==> src/rtl/muldiv_issue.sv <==
// -----------------------------------------------------------------------------
// muldiv_issue
//
// In-order issue queue in front of the multiply/divide unit. Holds up to DEPTH
// requests with their operand values. It drives the unit's issue port with at
// most one op per cycle. Divides are held back while the single divider is busy.
// Killed entries (commit_kill_0) are marked dead and dropped without being issued.
//
// Optional feature: define MULDIV_BYPASS_EN to let the mul-class entry directly
// behind a blocked divide issue ahead of it. That entry is marked done and pops
// silently when it later reaches the head. Without the macro, issue is strictly
// in order.
//
// Ports
//   clk            clock
//   reset          synchronous, active-low reset
//   in_valid       request present
//   in_ready       queue can accept (registered occupancy only)
//   in_control     op encoding (bit 0 = mul, bit 5 = bit-manip)
//   in_rd          destination commit register
//   in_makes_rd    op writes rd
//   in_r1, in_r2   operand values
//   in_hart        owning hart
//   commit_kill_0  per-commit-register kill
//   divide_busy    divider occupied (from the unit)
//   enable         issue strobe to the unit
//   control, rd, makes_rd, r1, r2, hart   issued op fields (valid with enable)
//   empty          no entries held
// -----------------------------------------------------------------------------
module muldiv_issue #(
  parameter int CNTRL_SIZE = 7,
  parameter int RV         = 64,
  parameter int NHART      = 1,
  parameter int LNHART     = 0,
  parameter int NCOMMIT    = 32,
  parameter int LNCOMMIT   = 5,
  parameter int DEPTH      = 4,
  parameter int LDEPTH     = 2
) (
  input  logic                                 clk,
  input  logic                                 reset,
  input  logic                                 in_valid,
  output logic                                 in_ready,
  input  logic [CNTRL_SIZE-1:0]                in_control,
  input  logic [LNCOMMIT-1:0]                  in_rd,
  input  logic                                 in_makes_rd,
  input  logic [RV-1:0]                        in_r1,
  input  logic [RV-1:0]                        in_r2,
  input  logic [(NHART==1?0:LNHART-1):0]       in_hart,
  input  logic [NCOMMIT-1:0]                   commit_kill_0,
  input  logic                                 divide_busy,
  output logic                                 enable,
  output logic [CNTRL_SIZE-1:0]                control,
  output logic [LNCOMMIT-1:0]                  rd,
  output logic                                 makes_rd,
  output logic [RV-1:0]                        r1,
  output logic [RV-1:0]                        r2,
  output logic [(NHART==1?0:LNHART-1):0]       hart,
  output logic                                 empty
);

  localparam int              HW       = (NHART == 1) ? 1 : LNHART;
  localparam logic [LDEPTH:0] FULL_CNT = (LDEPTH+1)'(DEPTH);
  localparam logic [LDEPTH:0] CNT_ONE  = (LDEPTH+1)'(1);
  localparam logic [LDEPTH-1:0] PTR_ONE = LDEPTH'(1);

  // Entry payload (written on push only, qualified by valid_q)
  logic [CNTRL_SIZE-1:0] ctrl_q  [DEPTH];
  logic [LNCOMMIT-1:0]   rd_q    [DEPTH];
  logic [RV-1:0]         r1_q    [DEPTH];
  logic [RV-1:0]         r2_q    [DEPTH];
  logic [HW-1:0]         hart_q  [DEPTH];
  logic [DEPTH-1:0]      makes_rd_q;

  // Entry flags
  logic [DEPTH-1:0] valid_q, valid_d;
  logic [DEPTH-1:0] dead_q, dead_d;
  logic [DEPTH-1:0] done_q, done_d;

  logic [LDEPTH-1:0] head_q, head_d;
  logic [LDEPTH-1:0] tail_q, tail_d;
  logic [LDEPTH:0]   count_q, count_d;
  logic              div_shadow_q, div_shadow_d;

  function automatic logic is_div_f(input logic [CNTRL_SIZE-1:0] c);
    return !c[0] && !c[5];
  endfunction

  // Kill lookup per slot; gated by valid where it updates state.
  logic [DEPTH-1:0] kill_hit;
  generate
    for (genvar gi = 0; gi < DEPTH; gi++) begin : g_kill
      assign kill_hit[gi] = commit_kill_0[rd_q[gi]];
    end
  endgenerate

  logic head_valid, head_retired, head_live, head_div, div_block;
  logic head_issue, issue_bypass, push, pop;
  logic [LDEPTH-1:0] issue_idx;

  assign head_valid   = valid_q[head_q];
  assign head_retired = dead_q[head_q] | done_q[head_q];
  // A kill arriving this cycle suppresses issue; the entry pops next cycle as dead.
  assign head_live    = head_valid && !head_retired && !kill_hit[head_q];
  assign head_div     = is_div_f(ctrl_q[head_q]);
  assign div_block    = divide_busy | div_shadow_q;
  assign head_issue   = head_live && (!head_div || !div_block);
  assign pop          = head_issue || (head_valid && head_retired);

`ifdef MULDIV_BYPASS_EN
  logic [LDEPTH-1:0] next_idx;
  assign next_idx     = head_q + PTR_ONE;
  // Only the entry directly behind a live divide blocked by the divider may pass it.
  assign issue_bypass = head_live && head_div && div_block &&
                        valid_q[next_idx] && !dead_q[next_idx] && !done_q[next_idx] &&
                        !kill_hit[next_idx] && !is_div_f(ctrl_q[next_idx]);
  assign issue_idx    = issue_bypass ? next_idx : head_q;
`else
  assign issue_bypass = 1'b0;
  assign issue_idx    = head_q;
`endif

  assign enable   = head_issue | issue_bypass;
  assign control  = ctrl_q[issue_idx];
  assign rd       = rd_q[issue_idx];
  assign makes_rd = makes_rd_q[issue_idx];
  assign r1       = r1_q[issue_idx];
  assign r2       = r2_q[issue_idx];
  assign hart     = hart_q[issue_idx];

  // Ready comes from registered occupancy only: no pop-through when full.
  assign in_ready = (count_q != FULL_CNT);
  assign empty    = (count_q == '0);
  assign push     = in_valid && in_ready;

  always_comb begin
    valid_d      = valid_q;
    dead_d       = dead_q | (valid_q & kill_hit);
    done_d       = done_q;
    head_d       = head_q;
    tail_d       = tail_q;
    count_d      = count_q;
    // Covers the cycle between a divide issue and the unit raising divide_busy.
    div_shadow_d = head_issue && head_div;

    if (issue_bypass) begin
      done_d[issue_idx] = 1'b1;
    end
    if (pop) begin
      valid_d[head_q] = 1'b0;
      dead_d[head_q]  = 1'b0;
      done_d[head_q]  = 1'b0;
      head_d          = head_q + PTR_ONE;
    end
    // Push never targets the popped slot: push needs not-full, pop needs non-empty.
    if (push) begin
      valid_d[tail_q] = 1'b1;
      dead_d[tail_q]  = commit_kill_0[in_rd];
      done_d[tail_q]  = 1'b0;
      tail_d          = tail_q + PTR_ONE;
    end
    case ({push, pop})
      2'b10:   count_d = count_q + CNT_ONE;
      2'b01:   count_d = count_q - CNT_ONE;
      default: count_d = count_q;
    endcase
  end

  always_ff @(posedge clk) begin
    if (!reset) begin
      valid_q      <= '0;
      dead_q       <= '0;
      done_q       <= '0;
      head_q       <= '0;
      tail_q       <= '0;
      count_q      <= '0;
      div_shadow_q <= 1'b0;
    end else begin
      valid_q      <= valid_d;
      dead_q       <= dead_d;
      done_q       <= done_d;
      head_q       <= head_d;
      tail_q       <= tail_d;
      count_q      <= count_d;
      div_shadow_q <= div_shadow_d;
    end
  end

  always_ff @(posedge clk) begin
    if (push) begin
      ctrl_q[tail_q]     <= in_control;
      rd_q[tail_q]       <= in_rd;
      makes_rd_q[tail_q] <= in_makes_rd;
      r1_q[tail_q]       <= in_r1;
      r2_q[tail_q]       <= in_r2;
      hart_q[tail_q]     <= in_hart;
    end
  end

endmodule

==> config.mk <==
export PLATFORM = sky130hd
export DESIGN_NAME = muldiv_issue
export DESIGN_NICKNAME = d
export VERILOG_FILES = /design/src/rtl/muldiv_issue.sv
export SDC_FILE = /design/constraint.sdc
export NUM_CORES = 1
export LEC_CHECK = 0
export BUFFER_PORTS_ARGS = -buffer_cell sky130_fd_sc_hd__buf_2
export CAP_MARGIN = 20
export CORE_MARGIN = 4
export CORE_UTILIZATION = 50
export DETAILED_ROUTE_END_ITERATION = 10
export PLACE_DENSITY_LB_ADDON = 0.12
export RECOVER_POWER = 100
export SYNTH_ARGS = -nofsm -noshare
export SYNTH_HDL_FRONTEND = slang
export SYNTH_SLANG_ARGS = --single-unit
==> constraint.sdc <==
create_clock -name clk -period 5 [get_ports clk]
set_input_delay 1 -clock clk [delete_from_list [all_inputs] [get_ports clk]]
set_output_delay 1 -clock clk [all_outputs]
set_load 0.05 [all_outputs]
# Word level (Yosys, flattened, before mapping)
# Memory sizes are Yosys's and may differ from the RTL's. A register that Yosys moved wholly into a read port is not among the register bits.
# Cells that the tools add are included.
# word_totals
register_bits	24
mem_bits_rw	564
in_bits	178
output_inout_bits	145
elab_cells	104
mem_count	5
# memory_table
memory	words	word_bits	read_ports	rd_clocked_by_memory_dff	wr	line	text
r1_q	4	64	1	1	1	70	logic [RV-1:0] r1_q [DEPTH];
r2_q	4	64	1	1	1	71	logic [RV-1:0] r2_q [DEPTH];
ctrl_q	4	7	1	1	1	68	logic [CNTRL_SIZE-1:0] ctrl_q [DEPTH];
rd_q	4	5	5	1	1	69	logic [LNCOMMIT-1:0] rd_q [DEPTH];
hart_q	4	1	1	1	1	72	logic [HW-1:0] hart_q [DEPTH];
# classes
n_addsub	4
order_cmp	9
eq_ne	3
n_mux	45
n_bitwise	11
n_reduce_logical	19
# op_table
operator	count
5-bit by 6-bit less-than comparator with 1-bit output, second input constant	5
1-bit binary-select mux with 5-bit select	5
4-bit two-way mux	6
4-bit AND	5
2-bit two-way mux	10
1-bit two-way mux	14
1-bit binary-select mux with 2-bit select	5
1-bit logical AND	9
4-bit bitwise mux	2
4-bit inverter	2
4-bit bitwise OR	2
1-bit logical NOT	6
2-bit by 3-bit less-than comparator with 1-bit output, second input constant	2
3-bit one-hot mux with 2 select lines	1
2-bit by 1-bit adder with 2-bit output, second input constant	2
1-bit demux with 2-bit select	2
2-bit by 1-bit greater-or-equal comparator with 1-bit output, second input constant	2
3-bit by 1-bit adder with 3-bit output, second input constant	1
3-bit logical NOT	1
3-bit != test, second input constant	1
3-bit by 1-bit subtractor with 3-bit output, second input constant	1
2-bit by 1-bit equality test with 1-bit output, second input constant	1
2-bit equality test, second input constant	1
1-bit logical OR	2
other kinds (2)	3

# Depth between registers and ports, before layout
# An unclocked memory read counts as a cell.
# depth
ltp_word	12
depth_mapped	15
ltp_nobuf	13

# Worst setup path after synthesis
# Ideal clock, no wire load.
# synth_timing
path_type	input -> register
startpoint	input in_valid
endpoint	register dead_q[1]
setup_ns	0.132
t_arrival_ns	4.748
slack_ns	0.120
path_stages	6
path_buffers	1
path_cell_list	and2_1 > clkbuf_1 > nand2_1 > inv_1 > nor2_1 > a32o_1
# synth_between
elab_chain_cells	2
# synth_rtl
item	line	text
from (decl)	42	input logic in_valid,
1-bit logical AND	134	assign push = in_valid && in_ready;
4-bit two-way mux	156	if (push) begin
to (signal assigned)	172	dead_q <= '0;
to (signal assigned)	180	dead_q <= dead_d;
to (decl)	77	logic [DEPTH-1:0] dead_q, dead_d;
# Every way passes these cells.
# A chain may end at the register's enable or synchronous reset.

==> summary.md <==
| Metric | Value |
|---|---|
| Largest delay share family, worst path | `multiplexers` |
| First-pass GRT wire length | `74300 um` |
| Post-CTS sizing | `0` |
| Max cap viols | `4` |
| Gr ovfl total | `0` |
| WL per Instance | `24.5 um` |
| Clock Path Buffers | `3` |
| Worst path depth | `7` |
| # IOs | `323` |
| Max-slew violations | `232` |
| Global-route usage over all layers | `19.7%` |
| Initial Util | `50.6%` |
| Cts bufs inserted | `58` |
| Via Count | `11500` |
| DR vias/cell | `5.69` |
| Synth cell count leaders | `edfxtp_1 (568), mux4_2 (161), mux2i_1 (41)` |
| Max Freq | `215 MHz` |
| Setup slack, reg-to-reg | `0.67 ns` |
| RR Startpoint | `count_q[0]` |
| # rows | `78` |
| Antenna violations before repair | `9` |
| Worst setup EP type | `output port` |
| Layout cell share with drive strength beyond 1 | `21.8%` |
| Synthesis-stage register bit count | `590` |
| Async SR Flop Fraction | `0%` |
| CP cell instances | `mux4_1 -> mux2i_1 -> nor3_1 -> or4_1 -> a211o_2 -> nand2_1 -> clkbuf_2` |
| Vias in the first global route | `11800` |
| Crit path max fanout | `11` |
| Setup crit end | `enable` |
| Fin crit share | `93.1%` |
| Finished Layout Cells | `2021` |
| Core area | `45500 um2` |
| DRT iter0 DRCs | `829` |
| CP startpoint kind | `register` |
| Post-CTS setup buffers | `0` |
| Cell taking the most area after synthesis | `edfxtp_1` |
| Syn Area/Cell | `22.4 um2` |
| Peak VDD IR | `422 uV` |
| Die X | `223 um` |
| Clock latency on the worst-skew pair | `0.61 ns` |
| Post-synth EDFFs | `568` |
| Synth Flop Type | `edfxtp_1` |
| Die Area | `49600 um2` |
| Final Hold Fails | `0` |
| Largest net degree at the start of global routing | `103` |
| Leakage Power | `8.44 nW` |
| Hold buffer count at cts | `0` |
| Final instance area | `26900 um2` |
| Critical Path Source | `rd_q[2][1]` |
| Final min period | `4.66 ns` |
| DP Area | `25400 um2` |
| P&R area growth vs syn | `16.6%` |
| Status | `finished with violations` |
| Synthesized cell area | `23000 um2` |
| Post-route ant nets | `0` |
| Critical path data required time | `4.00 ns` |
| HP Class | `register to register` |
| Gate Count Post-Synth | `1027` |
| Drt total wl | `49500 um` |
| Setup CP Type | `register to output port` |
| Critical path arrival | `3.66 ns` |
| Final nets | `1560` |
| Number of port buffers | `322` |
| Reg2reg path depth | `6` |
| Buf/Inv on CP | `1` |
| Synth warn | `0` |
| CTS Sinks | `590` |
| Failing checks | `max-capacitance violations, max-slew violations` |
| Max stage delay cell, worst path | `edfxtp_1` |
| DRC viols | `0` |
| Worst-path clk slew | `0.06 ns` |
| Setup_tns | `0 ns` |
| Max_slew headroom | `-55.5%` |
| Synth top area share | `74.1%` |
| Worst slew pin tran | `2.33 ns` |
| Root buffer cell | `clkbuf_16` |
| Post-route clock skew | `0.0186 ns` |
| Crit-path max cell delay | `0.75 ns` |
| Post-synthesis sequential area ratio | `76.0%` |
| Setup violators final | `0` |
| DR pass1 iterations | `5` |
| Htree depth | `2` |
| Post-DP HPWL | `31100 um` |
| Count leader, synth | `edfxtp_1` |
| Unrepaired setup endpoints after global routing | `no` |
| DIE HEIGHT | `223 um` |
| CTS tree | `done` |
| Reg-to-reg endpoint | `r2_q[0][2]` |
| Total power | `15.0 mW` |
| Post-Syn Nets | `1215` |
| Netlist cell types | `56` |
| Pwr Density | `558 nW/um2` |
| Synth area leaders | `edfxtp_1 (74%), mux4_2 (16%), dfxtp_1 (1.9%), mux2i_1 (1.8%), ha_1 (0.49%)` |
| Placed instance count | `1912` |
| RePlAce Congestion | `0.873` |
==> cells by family after synthesis <==
group                      after synthesis  synth area share, %
xor gates and xnor gates                 3                0.114
AOI/OAI and AO/OA                       63                 1.91
DFF                                    590                 76.0
and+or+nand+nor                         87                 2.04
buffers and inverters                   67                 1.34
muxes                                  207                 18.0
adders and majority gates               10                0.576
==> metal layers <==
metal	global-route usage (%)	share of wire (%)	wire (um)
met1	27.0	40	20000
met2	31.0	50	24500
met3	6.50	8.0	3950
met4	5.09	1.9	933
met5	0	0.15	72
==> flip-flops by register name (all words and copies together) (netlist names), named ones only <==
name          cells
r1_q            256
r2_q            256
ctrl_q           28
rd_q             20
dead_q            4
done_q            4
hart_q            4
makes_rd_q        4
valid_q           4
count_q           3
head_q            2
tail_q            2
div_shadow_q      1
==> through the flow <==
| step | setup slack (ns) | hold slack (ns) | utilization, % |
|---|---|---|---|
| 2_1_floorplan | 0.120 | 0.422 | - |
| 3_3_place_gp | 0.680 | 0.431 | 55.7 |
| 3_5_place_dp | 0.663 | 0.436 | 55.7 |
| 4_1_cts | 0.379 | 0.444 | 60.0 |
| 5_1_grt | 0.257 | 0.458 | 59.1 |
| 6_report | 0.344 | 0.448 | 59.1 |
==> report_power, final <==
group	leakage, nW	switching [mW]	internal, mW
registers	5.39	0.225	5.98
clock network	0.949	1.77	2.65
logic	2.09	3.15	1.22
==> worst min path at each step <==
stage | start | cells after the start | slack, ns | end
CTS | done_q[3] | 2 | 0.44 | done_q[3]
floorplan | done_q[2] | 2 | 0.42 | done_q[2]
detailed placement | done_q[3] | 2 | 0.44 | done_q[3]
finish | done_q[3] | 2 | 0.45 | done_q[3]
global route | done_q[3] | 2 | 0.46 | done_q[3]
global placement | done_q[3] | 2 | 0.43 | done_q[3]
==> worst reg2reg max path: stages, from the launching register on <==
cell      delay (ns)
dfxtp_1         0.36
inv_1           0.09
nand3_1         0.10
and2_0          0.50
nand2_1         0.21
inv_1           1.68
clkbuf_2        1.00
==> cell usage in the layout, fill, tap and decap left out, drive strengths merged, types with 4 or more instances in the layout <==
master	netlist	routed
edfxtp	568	568
clkbuf	19	360
mux4	165	165
buf	30	46
mux2i	41	41
dfxtp	22	22
nand2	21	21
clkinv	1	20
nor2	18	18
inv	17	18
a21oi	17	17
nand3	12	12
nor2b	9	9
a22oi	9	9
ha	9	9
bufinv	0	9
o21ai	8	8
diode	0	4
nor3	4	4
o31ai	4	4
a31oi	4	4
clkinvlp	0	4
==> cell type report <==
cell class / count / area, um2
Sequential cell: 590 / 17500
Multi-Input combinational cell: 370 / 5200
Timing Repair Buffer: 334 / 1370
Clock buffer: 72 / 1550
Antenna cell: 4 / 10.0
Inverter: 18 / 76.3
Clock inverter: 33 / 403
Fill cell: 3479 / 18600
Tap cell: 600 / 751
No activity file was read; power rests on OpenSTA's default activity.
